--- config.mk ---
export PLATFORM = sky130hd
export DESIGN_NAME = stage_sequencer
export DESIGN_NICKNAME = d
export VERILOG_FILES = /design/src/rtl/stage_sequencer.sv
export SDC_FILE = /design/constraint.sdc
export NUM_CORES = 1
export LEC_CHECK = 0
export ABC_AREA = 1
export CORE_MARGIN = 2
export CORE_UTILIZATION = 45
export CTS_CLUSTER_DIAMETER = 50
export DETAILED_ROUTE_END_ITERATION = 8
export PLACE_DENSITY_LB_ADDON = 0.08
export SLEW_MARGIN = 20
export SYNTH_ARGS = -nofsm -noshare
export SYNTH_HDL_FRONTEND = slang
export SYNTH_SLANG_ARGS = --single-unit
--- constraint.sdc ---
create_clock -name clk -period 2.2 [get_ports clk]
set_input_delay 0.22 -clock clk [delete_from_list [all_inputs] [get_ports clk]]
set_output_delay 0.22 -clock clk [all_outputs]
set_load 0.02 [all_outputs]
--- src/rtl/stage_sequencer.sv ---
// stage_sequencer: FETCH/DECODE/EXEC/MEM/WB control FSM with memory timeout and retire counter.
// Strobes fire in the cycle a state exits and are gated by stall_i; request levels follow the state.
// Optional STAGE_SEQ_ILLEGAL_TRAP_EN: unknown opcodes trap to HALT and raise a sticky illegal_o.

`ifndef DECODE_R_TYPE
`define DECODE_R_TYPE 7'b0110011
`endif
`ifndef DECODE_I_TYPE
`define DECODE_I_TYPE 7'b0010011
`endif
`ifndef DECODE_L_TYPE
`define DECODE_L_TYPE 7'b0000011
`endif
`ifndef DECODE_S_TYPE
`define DECODE_S_TYPE 7'b0100011
`endif

module stage_sequencer #(
  parameter int CNT_W       = 32,
  parameter int MEM_TIMEOUT = 16
) (
  input  logic             clk,
  input  logic             reset,
  input  logic             start_i,
  input  logic             stall_i,
  input  logic [31:0]      ir_i,
  input  logic             imem_ack_i,
  input  logic             dmem_ack_i,
  output logic             fetch_req_o,
  output logic             ir_load_o,
  output logic             decode_en_o,
  output logic             exec_en_o,
  output logic             dmem_req_o,
  output logic             dmem_we_o,
  output logic             wd_q_readin_o,
  output logic             rf_we_o,
  output logic             pc_load_o,
  output logic [2:0]       state_o,
  output logic [CNT_W-1:0] retire_cnt_o,
  output logic             fault_o
`ifdef STAGE_SEQ_ILLEGAL_TRAP_EN
  ,
  output logic             illegal_o
`endif
);

  typedef enum logic [2:0] {
    S_IDLE   = 3'd0,
    S_FETCH  = 3'd1,
    S_DECODE = 3'd2,
    S_EXEC   = 3'd3,
    S_MEM    = 3'd4,
    S_WB     = 3'd5,
    S_HALT   = 3'd6
  } state_t;

  localparam int TMO_W = $clog2(MEM_TIMEOUT);
  localparam logic [TMO_W-1:0] TMO_LAST = TMO_W'(MEM_TIMEOUT - 1);

  state_t           state;
  logic [TMO_W-1:0] tmo;
  logic             ack_pend;
  logic             mem_we;

  logic [6:0] opcode;
  logic       op_ri, op_l, op_s, op_unknown;
  logic       waiting, ack_in, ack_seen, ack_take, tmo_hit, run, wb_fire;
  logic       unused_ir;

  assign unused_ir = ^ir_i[31:7];

  // Opcode steering and memory-handshake qualification for the current state
  always_comb begin
    opcode     = ir_i[6:0];
    op_ri      = (opcode == `DECODE_R_TYPE) || (opcode == `DECODE_I_TYPE);
    op_l       = (opcode == `DECODE_L_TYPE);
    op_s       = (opcode == `DECODE_S_TYPE);
    op_unknown = !(op_ri || op_l || op_s);
    run        = !stall_i;
    waiting    = (state == S_FETCH) || (state == S_MEM);
    ack_in     = 1'b0;
    if (state == S_FETCH)    ack_in = imem_ack_i;
    else if (state == S_MEM) ack_in = dmem_ack_i;
    ack_seen   = ack_in || ack_pend;
    ack_take   = waiting && ack_seen && run;
    // Timeout is evaluated even under stall so a dead bus still faults; any ack wins.
    tmo_hit    = waiting && !ack_seen && (tmo == TMO_LAST);
    wb_fire    = (state == S_WB) && run;
  end

  // Output decode from the state register; strobes only in the exiting, unstalled cycle
  always_comb begin
    state_o       = state;
    fetch_req_o   = (state == S_FETCH);
    ir_load_o     = (state == S_FETCH) && ack_take;
    decode_en_o   = (state == S_DECODE) && run;
    exec_en_o     = (state == S_EXEC) && run;
    dmem_req_o    = (state == S_MEM);
    dmem_we_o     = (state == S_MEM) && mem_we;
    wd_q_readin_o = wb_fire;
    rf_we_o       = wb_fire;
    pc_load_o     = wb_fire || ((state == S_MEM) && ack_take && mem_we);
`ifndef STAGE_SEQ_ILLEGAL_TRAP_EN
    // Unknown opcode retires as a NOP straight out of EXEC
    if ((state == S_EXEC) && run && op_unknown) pc_load_o = 1'b1;
`endif
  end

  // Sequencer state, timeout counter, pending ack, retire counter and sticky flags
  always_ff @(posedge clk or posedge reset) begin
    if (reset) begin
      state        <= S_IDLE;
      tmo          <= '0;
      ack_pend     <= 1'b0;
      mem_we       <= 1'b0;
      retire_cnt_o <= '0;
      fault_o      <= 1'b0;
`ifdef STAGE_SEQ_ILLEGAL_TRAP_EN
      illegal_o    <= 1'b0;
`endif
    end else begin
      // tmo saturates while waiting and idles at zero elsewhere; transitions zero it below
      if (!waiting)              tmo <= '0;
      else if (tmo != TMO_LAST)  tmo <= tmo + TMO_W'(1);
      if (waiting && stall_i && ack_in) ack_pend <= 1'b1;
      if (pc_load_o) retire_cnt_o <= retire_cnt_o + CNT_W'(1);

      case (state)
        S_IDLE: begin
          if (start_i) state <= S_FETCH;
        end
        S_FETCH: begin
          if (ack_take) begin
            state    <= S_DECODE;
            tmo      <= '0;
            ack_pend <= 1'b0;
          end else if (tmo_hit) begin
            state    <= S_HALT;
            tmo      <= '0;
            fault_o  <= 1'b1;
          end
        end
        S_DECODE: begin
          if (run) state <= S_EXEC;
        end
        S_EXEC: begin
          if (run) begin
            if (op_ri) begin
              state  <= S_WB;
            end else if (op_l) begin
              state  <= S_MEM;
              mem_we <= 1'b0;
            end else if (op_s) begin
              state  <= S_MEM;
              mem_we <= 1'b1;
            end else begin
`ifdef STAGE_SEQ_ILLEGAL_TRAP_EN
              state     <= S_HALT;
              illegal_o <= 1'b1;
`else
              state     <= S_FETCH;
`endif
            end
          end
        end
        S_MEM: begin
          if (ack_take) begin
            state    <= mem_we ? S_FETCH : S_WB;
            tmo      <= '0;
            ack_pend <= 1'b0;
          end else if (tmo_hit) begin
            state    <= S_HALT;
            tmo      <= '0;
            fault_o  <= 1'b1;
          end
        end
        S_WB: begin
          if (run) state <= S_FETCH;
        end
        S_HALT: begin
          state <= S_HALT;
        end
        default: begin
          state <= S_IDLE;
        end
      endcase
    end
  end

endmodule

-- After elaboration in Yosys (flattened, before gate mapping)
Cells that the tools add are included.
- reduce and logical (&&, ||, !) cells: 29
- eq/ne operators: 16
- add/subtract/negate cells: 2
- multiplexer cells: 25
- bitwise gates (word level): 3
- operator list (operator ; count):
    $mux W3 ; 11
    $add A32 B1 Y32 const B ; 1
    $pmux W3 S7 ; 1
    $mux W4 ; 5
    $eq A7 B6 Y1 const B ; 2
    $logic_and A1 B1 Y1 ; 14
    $eq A3 B3 Y1 const B ; 3
    $mux W1 ; 8
    $ne A2 B2 Y1 const B ; 4
    $reduce_and A4 Y1 ; 2
    $eq A7 B2 Y1 const B ; 1
    $eq A7 B5 Y1 const B ; 1
    $eq A3 B2 Y1 const B ; 2
    $logic_or A1 B1 Y1 ; 6
    $add A4 B1 Y4 const B ; 1
    $eq A4 B4 Y1 const B ; 1
    $ne A4 B4 Y1 const B ; 1
    $eq A3 B1 Y1 const B ; 1
    $logic_not A1 Y1 ; 3
    $logic_not A3 Y1 ; 1
    $not A1 Y1 ; 3
    $reduce_and A3 Y1 ; 1
    $reduce_bool A2 Y1 ; 1
    $reduce_or A2 Y1 ; 1
- flip-flop bits (word level): 42
- logic and storage cells: 81

-- Depth between registers and ports, before layout
- depth in word-level cells: 10
- gate-level depth with buffers: 11
- depth with buffers taken out: 11

-- Worst setup path before layout
No wires, ideal clock.
- kind: register to output
- start point: register state[0] (netlist: state_o[0])
- end point: output port pc_load_o
- setup slack: 369 ps
- stages on the path, launching flop included: 7
- data arrival time: 1611 ps
- data required time: 1980 ps
- cells stage by stage: dfrtp_1 nor2_2 nand2_2 nor2_1 nand2_4 nand2_4 buf_6
- longest elaborated chain between the ends: 10
- ends and longest elaborated chain (what ; RTL line ; text):
    start: declaration ; 60 ; state_t state;
    start signal: assignment ; 168 ; state <= mem_we ? S_FETCH : S_WB;
    $eq A3 B3 Y1 ; 80, 83, 102 ;
    $mux W1 ; 83 ; else if (state == S_MEM) ack_in = dmem_ack_i;
    $mux W1 ; 82 ; if (state == S_FETCH) ack_in = imem_ack_i;
    $logic_or A1 B1 Y1 ; 84 ; ack_seen = ack_in || ack_pend;
    $logic_and A1 B1 Y1 (2 in series) ; 85 ; ack_take = waiting && ack_seen && run;
    $logic_and A1 B1 Y1 (2 in series) ; 102 ; pc_load_o = wb_fire || ((state == S_MEM) && ack_take && mem_we);
    $logic_or A1 B1 Y1 ; 102 ;
    $mux W1 * ; 105 ; if ((state == S_EXEC) && run && op_unknown) pc_load_o = 1'b1;
    end: declaration ; 37 ; output logic pc_load_o,
Every way passes the cells marked *; elsewhere a longest branch is shown, timed or not.

-- Worst setup path after layout
Same ends and word-level chain as after synthesis.

==> results.json <==
{
  "async_flop_share_pct": 100.0,
  "period_minus_slack_ns": 2.123,
  "tritoncts": "built",
  "path_class": "flip-flop to output pin",
  "ys_ff_latch": 42,
  "ff2ff_path_depth": 8,
  "netlist_area_mm2": 0.002853,
  "synth_fp_nets": 462,
  "synth_top_flop_cell": "dfrtp_1",
  "cts-root-buf": "clkbuf_8",
  "rrSetupSlack_ns": 0.29,
  "arrival_ns": 1.90,
  "post-route-util_pct": 57.62,
  "ctsHoldBuffers": 0,
  "wl_um": 7333,
  "met1_usage_pct": 26.89,
  "vias": 2894,
  "syn_to_final_growth_pct": 26.05,
  "grt-busiest-layer": "met2",
  "cts.sinks": 42,
  "fin_nets": 522,
  "antenna_found_initial": 0,
  "clock_latency_ns": 0.30,
  "status": "finished clean",
  "fill_cells": 635,
  "multi_input_area_mm2": 0.001549,
  "place.gp.congestion": 0.9313,
  "regArea_mm2": 0.001052,
  "r2r_end": "retire_cnt_o[22]",
  "setup_viol": 0,
  "yosys_warnings": 0,
  "p_leak_nw": 1.751,
  "final_layout_size_suffix_gt1_share_pct": 6.418,
  "max_slew_margin_pct": 48.99,
  "clk_path_buf_depth": 2,
  "drv_cap": 0,
  "synth_cell_types": 30,
  "synth.most_common_cell": "nand2_1",
  "postCtsSetupRepairBufs": 0,
  "die_w_um": 83.62,
  "grt.overflow.total": 0,
  "power_density_mw_per_mm2": 712.6,
  "synth_common_cells": "nand2_1 (143), nor2_1 (51), inv_1 (43)",
  "setup_tns_ns": 0,
  "hold_viol_final": 0,
  "synth_cells": 422,
  "start_kind": "flip-flop",
  "use_met3_pct": 4.649,
  "fin_skew_ns": 0.01093,
  "via_per_inst": 5.168,
  "met2_usage_pct": 37.67,
  "ant_nets": 0,
  "fmax_mhz": 471.1,
  "cp-end-kind": "output pin",
  "post_drt_wl_per_cell_um": 13.09,
  "num_rows": 29,
  "synth-edff-count": 0,
  "tightest_slew_ns": 0.7604,
  "r2r_start": "retire_cnt_o[1]",
  "pin_count": 83,
  "rsz0062_at_grt": "no",
  "hold_path.class": "input pin to asynchronous set/reset pin",
  "dr.first_iter.drc_count": 159,
  "dp_hpwl_um": 5659,
  "start_util_pct": 45.71,
  "fin_crit_sh_pct": 96.48,
  "die_y_um": 83.62,
  "crit_path_max_fanout": 8,
  "diodes": 0,
  "synth_area_per_cell_um2": 6.760,
  "grt_pass1_vias": 2728,
  "ys_seq_area_share_pct": 36.84,
  "drc": 0,
  "required_ns": 1.98,
  "cts_inserted_buffers": 5,
  "ys_top_cells_by_area": "dfrtp_1 (37%), nand2_1 (19%), nor2_1 (6.7%)",
  "yosysTopAreaCell": "dfrtp_1",
  "vdd_drop_max_v": 0.0005087,
  "clkTransAtPathRegs_ns": 0.09,
  "grt_pass1_wl_um": 12560,
  "grt_usage_pct": 21.80,
  "htree_num_levels": 2,
  "grt_start_max_net_pins": 40,
  "firstDrtPassIters": 4,
  "drv_slew": 0,
  "core_mm2": 0.006241,
  "netlist.area_leader.share_pct": 36.84,
  "portBuffers": 57,
  "die-area_mm2": 0.006992
}
[power breakdown]
group	total [mW]	switching, mW	internal, mW
registers	1.02	0.137	0.884
logic	1.01	0.592	0.418
clock network	0.531	0.302	0.229
total	2.56	1.03	1.53
[through the flow]
stage               hold slack [ns]  total power [mW]  std cells  worst slack, ns  area [um2]
floorplan                    0.3564             1.660        422           0.3686        2853
global placement             0.4514             2.034        552          0.07568        3501
detailed placement           0.4591             2.050        552          0.05229        3501
CTS                          0.2760             2.581        560          0.02154        3590
global route                 0.2914             2.749        560         0.002916        3596
finish                       0.2571             2.563        560          0.07736        3596
[cell type report]
cell class	count	share of cell area, %
multi-input cells	324	43.08
well taps	77	2.679
clock inverters	3	0.6959
flip-flops and latches	42	29.26
repair buffers	64	17.68
clock buffers	5	1.914
inverters	45	4.697
[flip-flops by register name (all words and copies together) (netlist names)]
signal	cells
state_o	3
tmo	4
ack_pend	1
retire_cnt_o	32
mem_we	1
fault_o	1
[kinds of logic (layout without fill, tap and decap cells)]
| kind of cell | after synthesis | in the layout | synth area share, % |
|---|---|---|---|
| AOI/OAI and AO/OA | 30 | 30 | 6.273 |
| and+or+nand+nor | 272 | 272 | 40.96 |
| muxes | 1 | 1 | 0.3509 |
| DFF | 42 | 42 | 36.84 |
| xor gates and xnor gates | 19 | 19 | 5.833 |
| buffers and inverters | 56 | 117 | 8.859 |
| adders and majority gates | 2 | 2 | 0.8771 |
[cell usage in the layout, fill, tap and decap left out, types with 6 or more instances in the layout]
cell               n
nand2_1          143
nor2_1            51
clkdlybuf4s50_1   50
inv_1             42
dfrtp_1           41
nand3_1           38
nor3_1            16
xor2_1            14
o21ai_1           12
nand4_1            8
a21oi_1            6
o21ai_0            6
buf_4              6
[critical path, stage by stage (launching register included)]
cell           delay (ns)
dfrtp_2              0.47
nor2_2               0.18
nand2_2              0.13
o21ai_4              0.11
nand3_1              0.14
inv_2                0.10
nand2_4              0.05
nand2_4              0.06
dlygate4sd2_1        0.34
[per-layer routing]
layer | vias to the layer above | routed length (um)
met5 | - | 0
met4 | 0 | 160
met3 | 19 | 426
met2 | 100 | 3624
met1 | 1316 | 3121
li1 | 1459 | -
[timing repair]
action	in CTS	in global routing
setup endpoints to repair	5	3
gates cloned	0	0
resized for setup	6	3
[how the worst max path moves through the flow]
stage                       end  cells after the start  slack, ns        from
finish                pc_load_o                      8       0.08  state_o[0]
global route          pc_load_o                      8      0.003  state_o[0]
CTS                 decode_en_o                      4       0.02  state_o[1]
detailed placement    pc_load_o                      6       0.05     ir_i[3]
global placement      pc_load_o                      7       0.08     stall_i
floorplan             pc_load_o                      6       0.37  state_o[0]
Note: power is estimated with default switching activity, not from simulation.
==> patch 1 (same settings) <==
The option `STAGE_SEQ_ILLEGAL_TRAP_EN` is turned on by a define.
--- a/src/rtl/stage_sequencer.sv
+++ b/src/rtl/stage_sequencer.sv
@@ -3,2 +3,4 @@
 // Optional STAGE_SEQ_ILLEGAL_TRAP_EN: unknown opcodes trap to HALT and raise a sticky illegal_o.
+
+`define STAGE_SEQ_ILLEGAL_TRAP_EN
 
Behaviour (old outputs only; new: illegal_o): not the same (Yosys sat finds a counterexample within 4 cycles, from zero or initial values and one cycle with reset high).
==> patch 1 against the unedited design <==
Combinational power is 38% higher; power is 28% higher; largest power group is now combinational cells; largest cell class unchanged; global-route usage is 0.11 points higher; critical path depth is 3 lower; non-clock buffer count is 3 higher; sequential cell count is 1 higher; maximum frequency is 2.5% higher; setup slack better by 52 ps; area after synthesis is 4.6% lower; register-to-register slack worse by 20 ps; final area is 1.7% lower; wire length is 6.6% lower; sequential power is 14% higher; clock power is 37% higher; highest routed layer unchanged.
==> patch 1: results (changes against the unedited design) <==
Parameter                              Value

Critical path
  Worst R2R Path Depth ... 11 (+3)
  CP arrival ... 1850 ps (-50 ps)
  Crit-path max FO ... 6 (-2)

Outcome
  Result of the run ... finished clean

Clocking
  Setup bufs post-CTS ... 0 (unchanged)
  Clock root buffer ... clkbuf_8
  CTS buffer count ... 5 (unchanged)
  Maximum number of buffers from clock root to sink ... 2 (unchanged)
  Clk slew on worst S/H paths ... 80 ps
  Worst-Skew Late Latency ... 300 ps (about the same)
  Number of H-tree branching levels ... 2 (unchanged)
  Post-cts resize count ... 2 (-4)

Pwr
  Maximum vdd drop ... 0.582 mV (+14%)
  Leakage ... 1.72 nW (-1.9%)

Logic synthesis
  Main flop type after synthesis ... dfrtp_1
  Synthesized netlist net count ... 429 (-7.1%)
  Count of cell types in the netlist ... 28 (-6.7%)
  Number of warnings issued by yosys ... 0 (unchanged)
  Top area cells in the synthesized netlist ... dfrtp_1, nand2_1, nor2_1
  Portion of the post-synthesis area used by sequential elements ... 39.6% (+2.7 points)
  Share of flip-flops with an asynchronous set or reset after synthesis ... 100% (unchanged)
  Most used standard cells in the synthesized netlist ... nand2_1, nor2_1, dfrtp_1

Finish
  Fill cells ... 574 (-9.6%)
  FF/Latch Area ... 1080 sq um (+2.3%)
  Post-layout nets ... 495 (-5.2%)
  Ant. Diodes ... 0 (unchanged)
  Number of flip-flops in the largest register ... 32 (unchanged)
  Reg with most FFs ... retire_cnt_o
  Fraction of layout cells with a size suffix above 1 ... 5.70% (-0.72 points)

Placement
  Final weighted congestion in routability-driven placement ... 0.946 (+1.6%)
  Final HPWL DP ... 5250 um (-7.3%)
  # port buffers ... 58 (+1.8%)
  Area after DPL ... 3400 sq um (-3.0%)

GRT
  First-pass GRT wire length ... 11400 um (-9.6%)
  Initial antenna violation count ... 0 (unchanged)
  GRT Total Usage ... 21.9% (+0.11 points)
  Pin count of the biggest net entering global routing ... 47 (+18%)
  Via count of the first global-routing pass ... 2385 (-13%)

Worst hold path
  Path category of the worst min-delay check ... in -> async

Timing
  Final setup skew ... 8.65 ps (-2.28 ps)
  Worst relative slew slack ... 71.7% (+23 points)

Drt
  Number of DRC markers in iteration 0 ... 204 (+28%)
  Routed wire length per instance ... 12.9 um (-1.5%)
  Pre-Repair DR Iteration Count ... 4 (unchanged)
  Routed vias ... 2699 (-6.7%)
-- patch 1: cell types whose count changed after synthesis, sizes merged, moves of 3 or more --
| cell | change |
|---|---|
| nor2 | -4 |
| inv | -8 |
| buf | -4 |
| xnor2 | +3 |
| nand2 | -13 |
| nand3 | -4 |
-- patch 1: worst max-delay path, stage by stage (launching register included) --
cell,delay (ps)
dfrtp_1,420
buf_4,170
nor2_1,170
nand2_1,100
nor2_1,90
clkdlybuf4s50_1,600
-- patch 1: power by group --
part / internal, mW / total, mW / switching [mW]
Sequential: 0.960 / 1.16 / 0.197
Combinational: 0.589 / 1.39 / 0.796
Clock: 0.454 / 0.728 / 0.274
Total: 2.00 / 3.27 / 1.27
-- patch 1: worst paths after layout --
kind	start	end	slack [ps]
worst min-delay path	reset	tmo[2]$_DFF_PP0_	170
max in group asynchronous	reset	retire_cnt_o[26]$_DFFE_PP0P_	1500
worst max-delay path	state_o[0]$_DFFE_PP0P_	decode_en_o	130
worst min register to register	illegal_o$_DFFE_PP0P_	illegal_o$_DFFE_PP0P_	460
min in group clk	illegal_o$_DFFE_PP0P_	illegal_o$_DFFE_PP0P_	460
worst max register to register	state_o[2]$_DFFE_PP0P_	retire_cnt_o[5]$_DFFE_PP0P_	270
-- patch 1: cells by family (layout without fill, tap and decap cells) --
group / Yosys count / count (layout) / synth area share (%)
and+or+nand+nor: 248 / 248 / 39.1
buffers and inverters: 45 / 112 / 7.50
DFF: 43 / 43 / 39.6
AOI/OAI and AO/OA: 27 / 27 / 5.24
xor gates and xnor gates: 24 / 24 / 7.73
adders and majority gates: 2 / 2 / 0.920
-- patch 1: layer usage --
| layer | track usage [%] | vias to the layer above | share of wire (%) |
|---|---|---|---|
| met5 | 0 | - | 0 |
| met4 | 5.67 | 0 | 0.50 |
| met3 | 3.63 | 2 | 6.0 |
| met2 | 32.4 | 89 | 45 |
| met1 | 33.1 | 1236 | 49 |
| li1 | - | 1372 | - |
-- patch 1: stage by stage --
step | total power [mW] | cells | hold slack (ps) | setup WS [ps]
2_1_floorplan | 1.99 | 389 | 355 | 288
3_3_place_gp | 2.54 | 523 | 444 | 142
3_5_place_dp | 2.56 | 523 | 447 | 109
4_1_cts | 3.29 | 531 | 177 | 38.5
5_1_grt | 3.49 | 531 | 191 | 7.01
6_report | 3.27 | 531 | 174 | 129
-- patch 1: layout make-up --
class | instances | share of cell area [%]
Multi-Input combinational cell | 301 | 40.7
Sequential cell | 43 | 30.4
Timing Repair Buffer | 67 | 18.5
Inverter | 37 | 3.93
Tap cell | 75 | 2.65
Clock buffer | 6 | 2.05
Clock inverter | 2 | 1.70
==> patch 2 (config.mk and constraints unchanged) <==
Without the edit above. Reset style: synchronous (`reset`), changed in one clocked block.
--- a/src/rtl/stage_sequencer.sv
+++ b/src/rtl/stage_sequencer.sv
@@ -109,3 +109,3 @@
   // Sequencer state, timeout counter, pending ack, retire counter and sticky flags
-  always_ff @(posedge clk or posedge reset) begin
+  always_ff @(posedge clk) begin
     if (reset) begin
Behaviour: differs if reset is asserted again (counterexample within 4 cycles, from zero or initial values and one cycle with reset high); with reset held inactive, the same outputs for 10 cycles.
==> patch 2 against the unedited design <==
Final area decreased by 6.6%; wire length shrank 6.7%; count of clock-buffer cells in the layout unchanged; clock skew grew 3.9 ps; sequential cell count stayed put; setup slack better by 87 ps; non-clock buffer count increased by 3; register-to-register slack better by 30 ps; area after synthesis down 8.2%; critical path type unchanged; largest cell class unchanged; highest routed layer unchanged.
Power is not compared: it rests on default switching activity, and its combinational part moved more than twofold at a synthesized area within 25%.
==> patch 2: results (changes against the unedited design) <==
Parameter                              Value

Finish
  Fraction of layout cells with a size suffix above 1 ... 8.35% (+1.9 points)
  Fill cells ... 565 (-11%)
  Reg with most FFs ... retire_cnt_o
  Post-layout nets ... 518 (-0.77%)

Logic synthesis
  Synthesized netlist net count ... 457 (-1.1%)
  Top area cells in the synthesized netlist ... dfxtp_1, nand2_1, a21oi_1
  Share of flip-flops with an asynchronous set or reset after synthesis ... 0% (-100 points)
  Count of cell types in the netlist ... 28 (-6.7%)
  Main flop type after synthesis ... dfxtp_1
  Portion of the post-synthesis area used by sequential elements ... 32.1% (-4.7 points)
  Most used standard cells in the synthesized netlist ... nand2_1, nor2_1, dfxtp_1

GRT
  GRT Total Usage ... 22.5% (+0.74 points)
  Via count of the first global-routing pass ... 2605 (-4.5%)
  Pin count of the biggest net entering global routing ... 32 (-20%)
  First-pass GRT wire length ... 11600 um (-7.3%)

Critical path
  Worst R2R Path Depth ... 9 (+1)
  CP arrival ... 1820 ps (-80 ps)
  Crit-path max FO ... 10 (+2)
  Register-to-Register Setup Slack ... 320 ps (+30 ps)
  RR Endpoint ... retire_cnt_o[28]$_SDFFE_PP0P_
  Source of the worst register-to-register timing path ... retire_cnt_o[0]$_SDFFE_PP0P_

Placement
  Final weighted congestion in routability-driven placement ... 0.989 (+6.2%)
  Final HPWL DP ... 5210 um (-7.9%)

Outcome
  Result of the run ... finished clean

Timing
  Final setup skew ... 14.8 ps (+3.89 ps)
  Transition time at the pin with the least slew margin ... 512 ps (-249 ps)
  Final critical delay including setup and external delays ... 2040 ps (-86.8 ps)

Drt
  Number of vias per cell ... 5.09 (-1.6%)
  Number of DRC markers in iteration 0 ... 167 (+5.0%)

Clocking
  Clk slew on worst S/H paths ... 90 ps (about the same)
[patch 2: cell types whose count changed in the layout (fill, tap and decap cells not counted), moves of 4 or more]
cell,delta
a21oi_1,+34
dfrtp_1,-41
dfxtp_1,+39
inv_1,-8
inv_2,+4
nand2_1,-11
nand3_1,-15
nand3b_1,-4
nor4_1,+4
o21ai_1,-9
[patch 2: layout make-up]
cell class              instances  share of cell area [%]
inverters                      42                    4.77
flip-flops and latches         42                    25.1
multi-input cells             320                    45.0
well taps                      72                    2.68
clock inverters                 3                   0.633
repair buffers                 67                    19.7
clock buffers                   5                    2.05
[patch 2: cell families after synthesis]
group / synth area share (%)
simple gates: 39.9
fa+ha+maj: 0.955
xor+xnor: 7.02
flops: 32.1
compound gates: 9.84
buf+inv: 10.1
[patch 2: timing repair]
action,CTS,global route
endpoints found under the setup margin,4,4
resized for setup,4,3
hold buffers,0,0
endpoints found under the hold margin,0,0
[patch 2: per-stage QoR]
stage / setup slack, ps / hold slack [ps] / instance area (sq um) / utilization, % / instances
finish: 164 / 459 / 3360 / 60.2 / 551
global placement: 70.0 / 438 / 3260 / 58.5 / 543
floorplan: 267 / 298 / 2620 / - / 417
global route: 44.8 / 480 / 3360 / 60.2 / 551
detailed placement: 47.8 / 444 / 3260 / 58.5 / 543
CTS: 37.1 / 461 / 3350 / 60.1 / 551
[patch 2: how the worst max path moves through the flow]
stage                                  startpoint                       endpoint  slack [ps]
after floorplan           state_o[2]$_SDFFE_PP0P_  retire_cnt_o[10]$_SDFFE_PP0P_         270
after detailed placement               dmem_ack_i                      pc_load_o          50
after global routing      state_o[0]$_SDFFE_PP0P_                      pc_load_o          40
after CTS                 state_o[1]$_SDFFE_PP0P_                  wd_q_readin_o          40
final                     state_o[0]$_SDFFE_PP0P_                      pc_load_o         160
after global placement                 dmem_ack_i                      pc_load_o          70
[patch 2: worst max-delay path: stages (launching register included)]
cell and delay [ps]:
dfxtp_2 430, nand2_2 100, nor2_2 100, nand2_1 70, nand3_2 100, nand3_2 110, inv_2 100, nand2_2 50
nand2_2 110, dlygate4sd2_1 350
[patch 2: layer usage]
layer / global-route usage, % / up-vias / routed length [um]
met2: 39.8 / 59 / 3400
met1: 27.5 / 1276 / 3080
met4: 6.95 / 0 / 83
li1: - / 1461 / -
met3: 4.38 / 7 / 271
met5: 0 / - / 0
[patch 2: power by group through the flow]
stage	combinational [mW]	clock, mW	sequential, mW
after floorplan	0.0779	0	0.791
after global placement	0.127	0	0.792
after detailed placement	0.128	0	0.793
after CTS	0.128	0.522	0.775
after global routing	0.142	0.558	0.777
final	0.129	0.512	0.776
